`src/rtl/mac_accumulator_pkg.sv`:
```
// Shared constants and state encoding for the MAC accumulation stage.
package mac_accumulator_pkg;

    localparam int ACC_WIDTH = 48;
    localparam int SUM_WIDTH = ACC_WIDTH + 1;

    typedef enum logic [1:0] {
        IDLE  = 2'd0,
        ACCUM = 2'd1,
        DONE  = 2'd2
    } acc_state_e;

endpackage

```
`src/rtl/mac_accumulator_if.sv`:
```
// Product input and result output handshakes of the MAC accumulation stage.
interface mac_accumulator_if #(
    parameter int WIDTH = 48,
    parameter int CNT_W = 8
);
    logic             in_valid;
    logic             in_ready;
    logic [WIDTH-1:0] in_data;
    logic             in_last;
    logic             out_valid;
    logic             out_ready;
    logic [WIDTH-1:0] out_data;
    logic             out_sat;
    logic [CNT_W-1:0] out_count;

    modport master (
        output in_valid, in_data, in_last, out_ready,
        input  in_ready, out_valid, out_data, out_sat, out_count
    );

    modport slave (
        input  in_valid, in_data, in_last, out_ready,
        output in_ready, out_valid, out_data, out_sat, out_count
    );
endinterface

```
`src/rtl/mac_accumulator.sv`:
```
// Registers incoming products, feeds the external WIDTH-bit adder and keeps a
// saturating running sum, presenting the result after the product marked last.
module mac_accumulator
    import mac_accumulator_pkg::*;
#(
    parameter int WIDTH = ACC_WIDTH,
    parameter int CNT_W = 8
) (
    input  logic             clk,
    input  logic             rst,
    input  logic             clr,
    mac_accumulator_if.slave bus,
    output logic [WIDTH-1:0] add_a,
    output logic [WIDTH-1:0] add_b,
    input  logic [WIDTH:0]   add_sum
);

    acc_state_e       state_q, state_d;
    logic [WIDTH-1:0] acc_q, acc_d;
    logic [WIDTH-1:0] prod_q, prod_d;
    logic             prod_v_q, prod_v_d;
    logic             last_q, last_d;
    logic             sat_q, sat_d;
    logic [CNT_W-1:0] cnt_q, cnt_d;
    logic             accept;
    logic [WIDTH:0]   sat_res;

    // Returns {saturated, value}; a carry out or an earlier saturation pins the value at all ones.
    function automatic logic [WIDTH:0] sat_acc(input logic [WIDTH:0] sum, input logic sat_in);
        if (sum[WIDTH] || sat_in)
            return {1'b1, {WIDTH{1'b1}}};
        return {1'b0, sum[WIDTH-1:0]};
    endfunction

    function automatic logic [CNT_W-1:0] sat_inc(input logic [CNT_W-1:0] c);
        if (&c)
            return c;
        return c + {{(CNT_W-1){1'b0}}, 1'b1};
    endfunction

    assign bus.in_ready  = (state_q != DONE) && !(prod_v_q && last_q);
    assign accept        = bus.in_valid && bus.in_ready;
    assign add_a         = acc_q;
    assign add_b         = prod_v_q ? prod_q : '0;
    assign sat_res       = sat_acc(add_sum, sat_q);

    assign bus.out_valid = (state_q == DONE);
    assign bus.out_data  = acc_q;
    assign bus.out_sat   = sat_q;
    assign bus.out_count = cnt_q;

    always_comb begin
        state_d  = state_q;
        acc_d    = acc_q;
        prod_d   = prod_q;
        last_d   = last_q;
        sat_d    = sat_q;
        cnt_d    = cnt_q;
        prod_v_d = accept;

        if (accept) begin
            prod_d = bus.in_data;
            last_d = bus.in_last;
        end

        // Add stage: fold the held product into the accumulator.
        if (prod_v_q) begin
            acc_d   = sat_res[WIDTH-1:0];
            sat_d   = sat_res[WIDTH];
            cnt_d   = sat_inc(cnt_q);
            state_d = last_q ? DONE : ACCUM;
        end

        if (state_q == DONE && bus.out_ready) begin
            acc_d   = '0;
            sat_d   = 1'b0;
            cnt_d   = '0;
            state_d = IDLE;
        end
    end

    always_ff @(posedge clk) begin
        if (rst || clr) begin
            state_q  <= IDLE;
            acc_q    <= '0;
            prod_q   <= '0;
            prod_v_q <= 1'b0;
            last_q   <= 1'b0;
            sat_q    <= 1'b0;
            cnt_q    <= '0;
        end else begin
            state_q  <= state_d;
            acc_q    <= acc_d;
            prod_q   <= prod_d;
            prod_v_q <= prod_v_d;
            last_q   <= last_d;
            sat_q    <= sat_d;
            cnt_q    <= cnt_d;
        end
    end

endmodule

```
`src/flat_wrapper.sv`:
```
// flat-port wrapper written by rule: the top's interface ports become plain ports
module mac_accumulator_flat import mac_accumulator_pkg::*;
#(
    parameter int WIDTH = ACC_WIDTH,
    parameter int CNT_W = 8
)
  (clk, rst, clr, add_a, add_b, add_sum, bus_in_valid, bus_in_data, bus_in_last, bus_out_ready, bus_in_ready, bus_out_valid, bus_out_data, bus_out_sat, bus_out_count);
  mac_accumulator_if #(.WIDTH(WIDTH), .CNT_W(CNT_W)) bus_i ();
  input  logic clk;
  input  logic rst;
  input  logic clr;
  output logic [WIDTH-1:0] add_a;
  output logic [WIDTH-1:0] add_b;
  input  logic [WIDTH:0] add_sum;
  input wire logic [$bits(bus_i.in_valid)-1:0] bus_in_valid;
  input wire logic [$bits(bus_i.in_data)-1:0] bus_in_data;
  input wire logic [$bits(bus_i.in_last)-1:0] bus_in_last;
  input wire logic [$bits(bus_i.out_ready)-1:0] bus_out_ready;
  output wire logic [$bits(bus_i.in_ready)-1:0] bus_in_ready;
  output wire logic [$bits(bus_i.out_valid)-1:0] bus_out_valid;
  output wire logic [$bits(bus_i.out_data)-1:0] bus_out_data;
  output wire logic [$bits(bus_i.out_sat)-1:0] bus_out_sat;
  output wire logic [$bits(bus_i.out_count)-1:0] bus_out_count;
  assign bus_i.in_valid = bus_in_valid;
  assign bus_i.in_data = bus_in_data;
  assign bus_i.in_last = bus_in_last;
  assign bus_i.out_ready = bus_out_ready;
  assign bus_in_ready = bus_i.in_ready;
  assign bus_out_valid = bus_i.out_valid;
  assign bus_out_data = bus_i.out_data;
  assign bus_out_sat = bus_i.out_sat;
  assign bus_out_count = bus_i.out_count;
  mac_accumulator #(.WIDTH(WIDTH), .CNT_W(CNT_W)) u_core (.clk(clk), .rst(rst), .clr(clr), .bus(bus_i), .add_a(add_a), .add_b(add_b), .add_sum(add_sum));
endmodule
```
`config.mk`:
```
export PLATFORM = sky130hd
export DESIGN_NAME = mac_accumulator_flat
export DESIGN_NICKNAME = d
export VERILOG_FILES = /design/src/rtl/mac_accumulator_pkg.sv /design/src/rtl/mac_accumulator_if.sv /design/src/rtl/mac_accumulator.sv /design/src/flat_wrapper.sv
export SDC_FILE = /design/constraint.sdc
export NUM_CORES = 1
export LEC_CHECK = 0
export BUFFER_PORTS_ARGS = -buffer_cell sky130_fd_sc_hd__buf_2
export CAP_MARGIN = 20
export CORE_MARGIN = 3
export CORE_UTILIZATION = 46
export DETAILED_ROUTE_END_ITERATION = 6
export PLACE_DENSITY = 0.81
export RECOVER_POWER = 50
export SYNTH_ARGS = -nofsm -noshare
export SYNTH_HDL_FRONTEND = slang
export SYNTH_SLANG_ARGS = --single-unit
```
`constraint.sdc`:
```
create_clock -name clk -period 1.5 [get_ports clk]
set_input_delay 0.3 -clock clk [delete_from_list [all_inputs] [get_ports clk]]
set_output_delay 0.3 -clock clk [all_outputs]
set_load 0.01 [all_outputs]
```
======== Word-level counts from Yosys, hierarchy flattened ========
Cells that the tools add are included.
operators by class
  reductions and logical operators ........ 10
  eq/ne operators ......................... 3
  muxes and demuxes ....................... 8
  $add $sub $neg .......................... 1
operators with widths
  kind                                           number
  2-to-1 mux 49 bit                              2
  2-to-1 mux 48 bit                              1
  adder 8 x 1 -> 8 bit (second input constant)   1
  2-to-1 mux 8 bit                               1
  AND reduction 8 bit                            1
  logical AND 1 bit                              4
  inequality test 2 bit (second input constant)  2
  2-to-1 mux 1 bit                               3
  equality test 2 bit (second input constant)    1
  logical OR 1 bit                               2
  2-to-1 mux 2 bit                               1
  AND reduction 2 bit                            1
  OR reduction 2 bit                             1
  logical NOT 1 bit                              1
word-level totals
  logic and storage cells ................. 29
  output and inout port bits .............. 155
  flip-flop bits (word level) ............. 109
  input port bits ......................... 103

======== Depth between registers and ports, before layout ========
  depth in word-level cells ............... 5
  mapped depth ............................ 6
  depth with buffers taken out ............ 4

======== Worst setup path after synthesis ========
OpenSTA, ideal clock, no wires.
  kind .................................... reg2reg
  start point ............................. reg u_core.cnt_q[0] (netlist: u_core.bus.out_count[0])
  end point ............................... reg u_core.cnt_q[0] (netlist: u_core.bus.out_count[0])
  clock period less this slack ............ 1377 ps
  cell stages (with the launch flop) ...... 5
  data required time ...................... 1428 ps
  setup time .............................. 72 ps
  slack ................................... 123 ps
  path buffers ............................ 0
  arrival ................................. 1305 ps
  path through ............................ dfxtp_1 > ha_1 > and3_1 > a21boi_0 > mux2i_1
on the way
  longest elaborated chain between the ends .. 5
  elaborated cells between the ends (all ways) .. 7
  classes of those cells .................. add/sub: 1; eq/ne: 1; mux: 3; reduce/logical: 2
ends and longest elaborated chain
  element                                 line                   text
  start: declaration                      mac_accumulator.sv:24  logic [CNT_W-1:0] cnt_q, cnt_d;
  start signal: assignment                mac_accumulator.sv:98  cnt_q <= cnt_d;
  AND reduction 8 bit                     mac_accumulator.sv:36  if (&c)
  2-to-1 mux 1 bit                        mac_accumulator.sv:36
  2-to-1 mux 1 bit                        mac_accumulator.sv:67  if (prod_v_q) begin
  inequality test 2 bit (no source line)  n/a
  AND reduction 2 bit (no source line)    n/a
Several ways; a longest one is shown, not always the timed one. The select of a mux whose other input is x is not followed.
A chain may end at the register's enable or synchronous reset.

======== Worst setup path in the final report ========
  start point ............................. reg u_core.prod_v_q
  end point ............................... out add_b[20]
on the way
  longest elaborated chain between the ends .. 1
ends and longest elaborated chain
  element                   line                   text
  start: declaration        mac_accumulator.sv:21  logic prod_v_q, prod_v_d;
  start signal: assignment  mac_accumulator.sv:95  prod_v_q <= prod_v_d;
  2-to-1 mux 48 bit         mac_accumulator.sv:44  assign add_b = prod_v_q ? prod_q : '0;
  end: declaration          flat_wrapper.sv:13     output logic [WIDTH-1:0] add_b;
No other way between the ends.

==> key figures <==
Floorplanning
  • Die ar.: 0.0122 sq mm
  • Row cnt: 37
  • Die H: 110 um
  • Io pins: 258
  • Core area: 0.0105 sq mm
  • Die X: 110 um
  • Initial Util: 47.9%

Detailed routing
  • Wire per inst: 17.5 um
  • Initial drt markers: 419
  • Drt pass-1 iters: 5
  • WL final: 15.6 mm
  • Post-route DRC: 0
  • Routed Antenna Nets: 0
  • Vias per cell: 5.66
  • Vias: 5056

Yosys
  • Yosys warns: 0
  • Sequential element share of the synthesized area: 43.5%
  • Synth Register Bits: 109
  • Synth async-reset ratio: 0%
  • Area share of the largest cell type after synthesis: 43.5%
  • Syn Inst Count: 567
  • Syn Nets: 671
  • Most common cell in the netlist: dfxtp_1
  • Post-Synthesis Cell Area: 0.00501 sq mm
  • Main synth FF type: dfxtp_1
  • Synth top cells by count: 109 x dfxtp_1, 57 x a21oi_1, 51 x nand4_1, 51 x nor2_1, 50 x o31ai_1
  • Syn Area/Cell: 8.84 sq um
  • Synth cell types: 33
  • Number of synthesized flops with an enable pin: 0
  • Synth top area cells: dfxtp_1 44%, o31ai_1 7.5%, buf_4 7.3%, nand4_1 6.4%, and2_1 6.1%
  • Area leader, netlist: dfxtp_1

Timing
  • Final period util: 102%
  • Final Slew Violations: 0
  • Fin worst setup slack: -31.1 ps
  • Tmin final: 1530 ps
  • Worst Tran Pin Value: 810 ps
  • Max Freq: 0.653 GHz
  • Final hold vios: 0
  • Slew headroom: 46.0%
  • Unrepaired setup endpoints after global routing: true
  • Setup TNS: -351 ps
  • Finish-stage setup viols: 24
  • Fin Clk Skew: 14.6 ps

Cells and area
  • Share of cells above drive strength 1: 45.6%
  • Layout Utilization: 62.0%
  • Nets@finish: 858
  • Filler Cell Count: 905
  • Area Growth Syn to Fin: 29.5%
  • # diodes: 0

Power
  • P_sw: 1.35 mW
  • Internal: 4.14 mW
  • Max IR drop VDD: 560 uV
  • Leakage: 3.14 nW
  • Register share of total power: 55.0%
  • Clock Power Share: 33.0%
  • Net Sw Frac: 24.6%
  • Combinational share of power: 12.0%
  • Pwr/cell area: 846 mW/mm^2

Run status
  • Failing checks: negative setup slack
  • Status: complete, but fails checks

Setup path
  • WP data required: 1200 ps
  • Max Fanout on Critical Path: 19
  • Setup CP Type: reg2out
  • CP Data Arrival Time: 1230 ps
  • Worst Setup Start Kind: register
  • CP Capture Type: output pin

Placed design
  • Detailed Place HPWL: 10.7 mm
  • Port bufs: 257
  • Global placement routability congestion: 0.812

Clocking
  • CTS H-tree lvls: 3
  • CTS Hold Bufs: 0
  • Clock Path Buffers: 2
  • Clock root buffer: clkbuf_8
  • Clock transition at path regs: 100 ps
  • Clock Sinks: 109
  • TritonCTS clock tree: yes
  • CTS Buf Count: 9
  • Clock Latency Late Sink: 350 ps

Global route
  • Global-route usage over all layers: 22.9%
  • Largest net degree at the start of global routing: 51
  • Grt ovf: 0
  • Antenna violations before repair: 0
  • Vias in the first global route: 4536
  • Global-route wire length before repair: 22.3 mm

Min path
  • Hold/Removal Path Class: in2reg

Flow run
  • Max-cap viol count: 0
critical path, stage by stage (launching register included):
cell and delay [ps]:
dfxtp_4 430, clkbuf_16 190, and2_1 140, buf_2 130
state kept, by name (all words and copies together), names as in the netlist:
name                  flops
u_core.last_q             1
u_core.add_a             48
u_core.state_q            2
u_core.bus.out_count      8
u_core.prod_q            48
u_core.prod_v_q           1
u_core.bus.out_sat        1
power by group through the flow:
| stage | registers [mW] | clock network [mW] | logic, mW |
|---|---|---|---|
| finish | 3.02 | 1.81 | 0.656 |
| CTS | 3.02 | 1.85 | 0.620 |
| global placement | 3.08 | 0 | 0.594 |
| detailed placement | 3.08 | 0 | 0.610 |
| floorplan | 3.09 | 0 | 0.360 |
| global route | 3.03 | 2.00 | 0.713 |
layout make-up:
class                      instances  area [sq um]  share of cell area, %
multi-input combinational        344          2270                   34.9
sequential                       109          2190                   33.7
tap                              136           170                   2.62
clock buffer                      11           153                   2.35
inverter                           4          17.5                  0.270
clock inverter                     3          45.0                  0.694
timing repair buffer             286          1650                   25.4
final timing paths:
path / start / end / slack [ps] / cells past startpoint
max: u_core.prod_v_q / add_b[20] / -30 / 3
min: add_sum[25] / u_core.add_a[25] / 190 / 3
max reg2reg: u_core.prod_v_q / u_core.add_a[12] / 10 / 5
min reg2reg: u_core.prod_q[38] / u_core.prod_q[38] / 470 / 2
cell families (layout without fill, tap and decap cells):
family | after synthesis | in the layout | share of synthesized area [%]
adder cells (fa/ha/maj) | 1 | 1 | 0.250
AO/OA/AOI/OAI | 159 | 159 | 22.2
multiplexers | 5 | 5 | 0.999
buffers and inverters | 114 | 304 | 13.2
flip-flops | 109 | 109 | 43.5
AND/OR/NAND/NOR | 179 | 179 | 19.8
per-stage QoR:
step                area [sq um]  power, mW  setup slack (ps)  hold WS, ps  instances
finish                      6490       5.49             -31.1          187        893
global route                6490       5.74             -80.0          165        893
CTS                         6320       5.49             -48.9          170        889
detailed placement          6060       3.69              9.10          457        872
global placement            6060       3.67              92.9          451        872
floorplan                   5010       3.45               123          444        567
layout by cell type, fill, tap and decap left out, types with 6 or more instances in the layout:
master	n
buf_4	18
o22ai_1	17
dfxtp_1	107
buf_2	252
o31ai_1	50
a21oi_1	57
and2_1	44
o22ai_2	31
nand3_1	7
buf_6	6
nor2_1	51
clkbuf_8	10
nand4_1	51
layer usage:
layer	GRT usage, %	share of wire (%)	up-vias	wire [um]
met5	0	0	-	0
met4	6.68	1.7	0	267
met3	4.48	8.4	23	1320
met2	41.3	52	261	8080
met1	27.5	38	2388	5940
li1	-	-	2384	-
timing repair:
action | CTS | global route
pin swaps | 1 | 0
gates cloned | 0 | 3
setup endpoints to repair | 50 | 66
gates resized for setup | 9 | 25
buffers inserted | 3 | 1
Power figures use the tool's default switching activity.
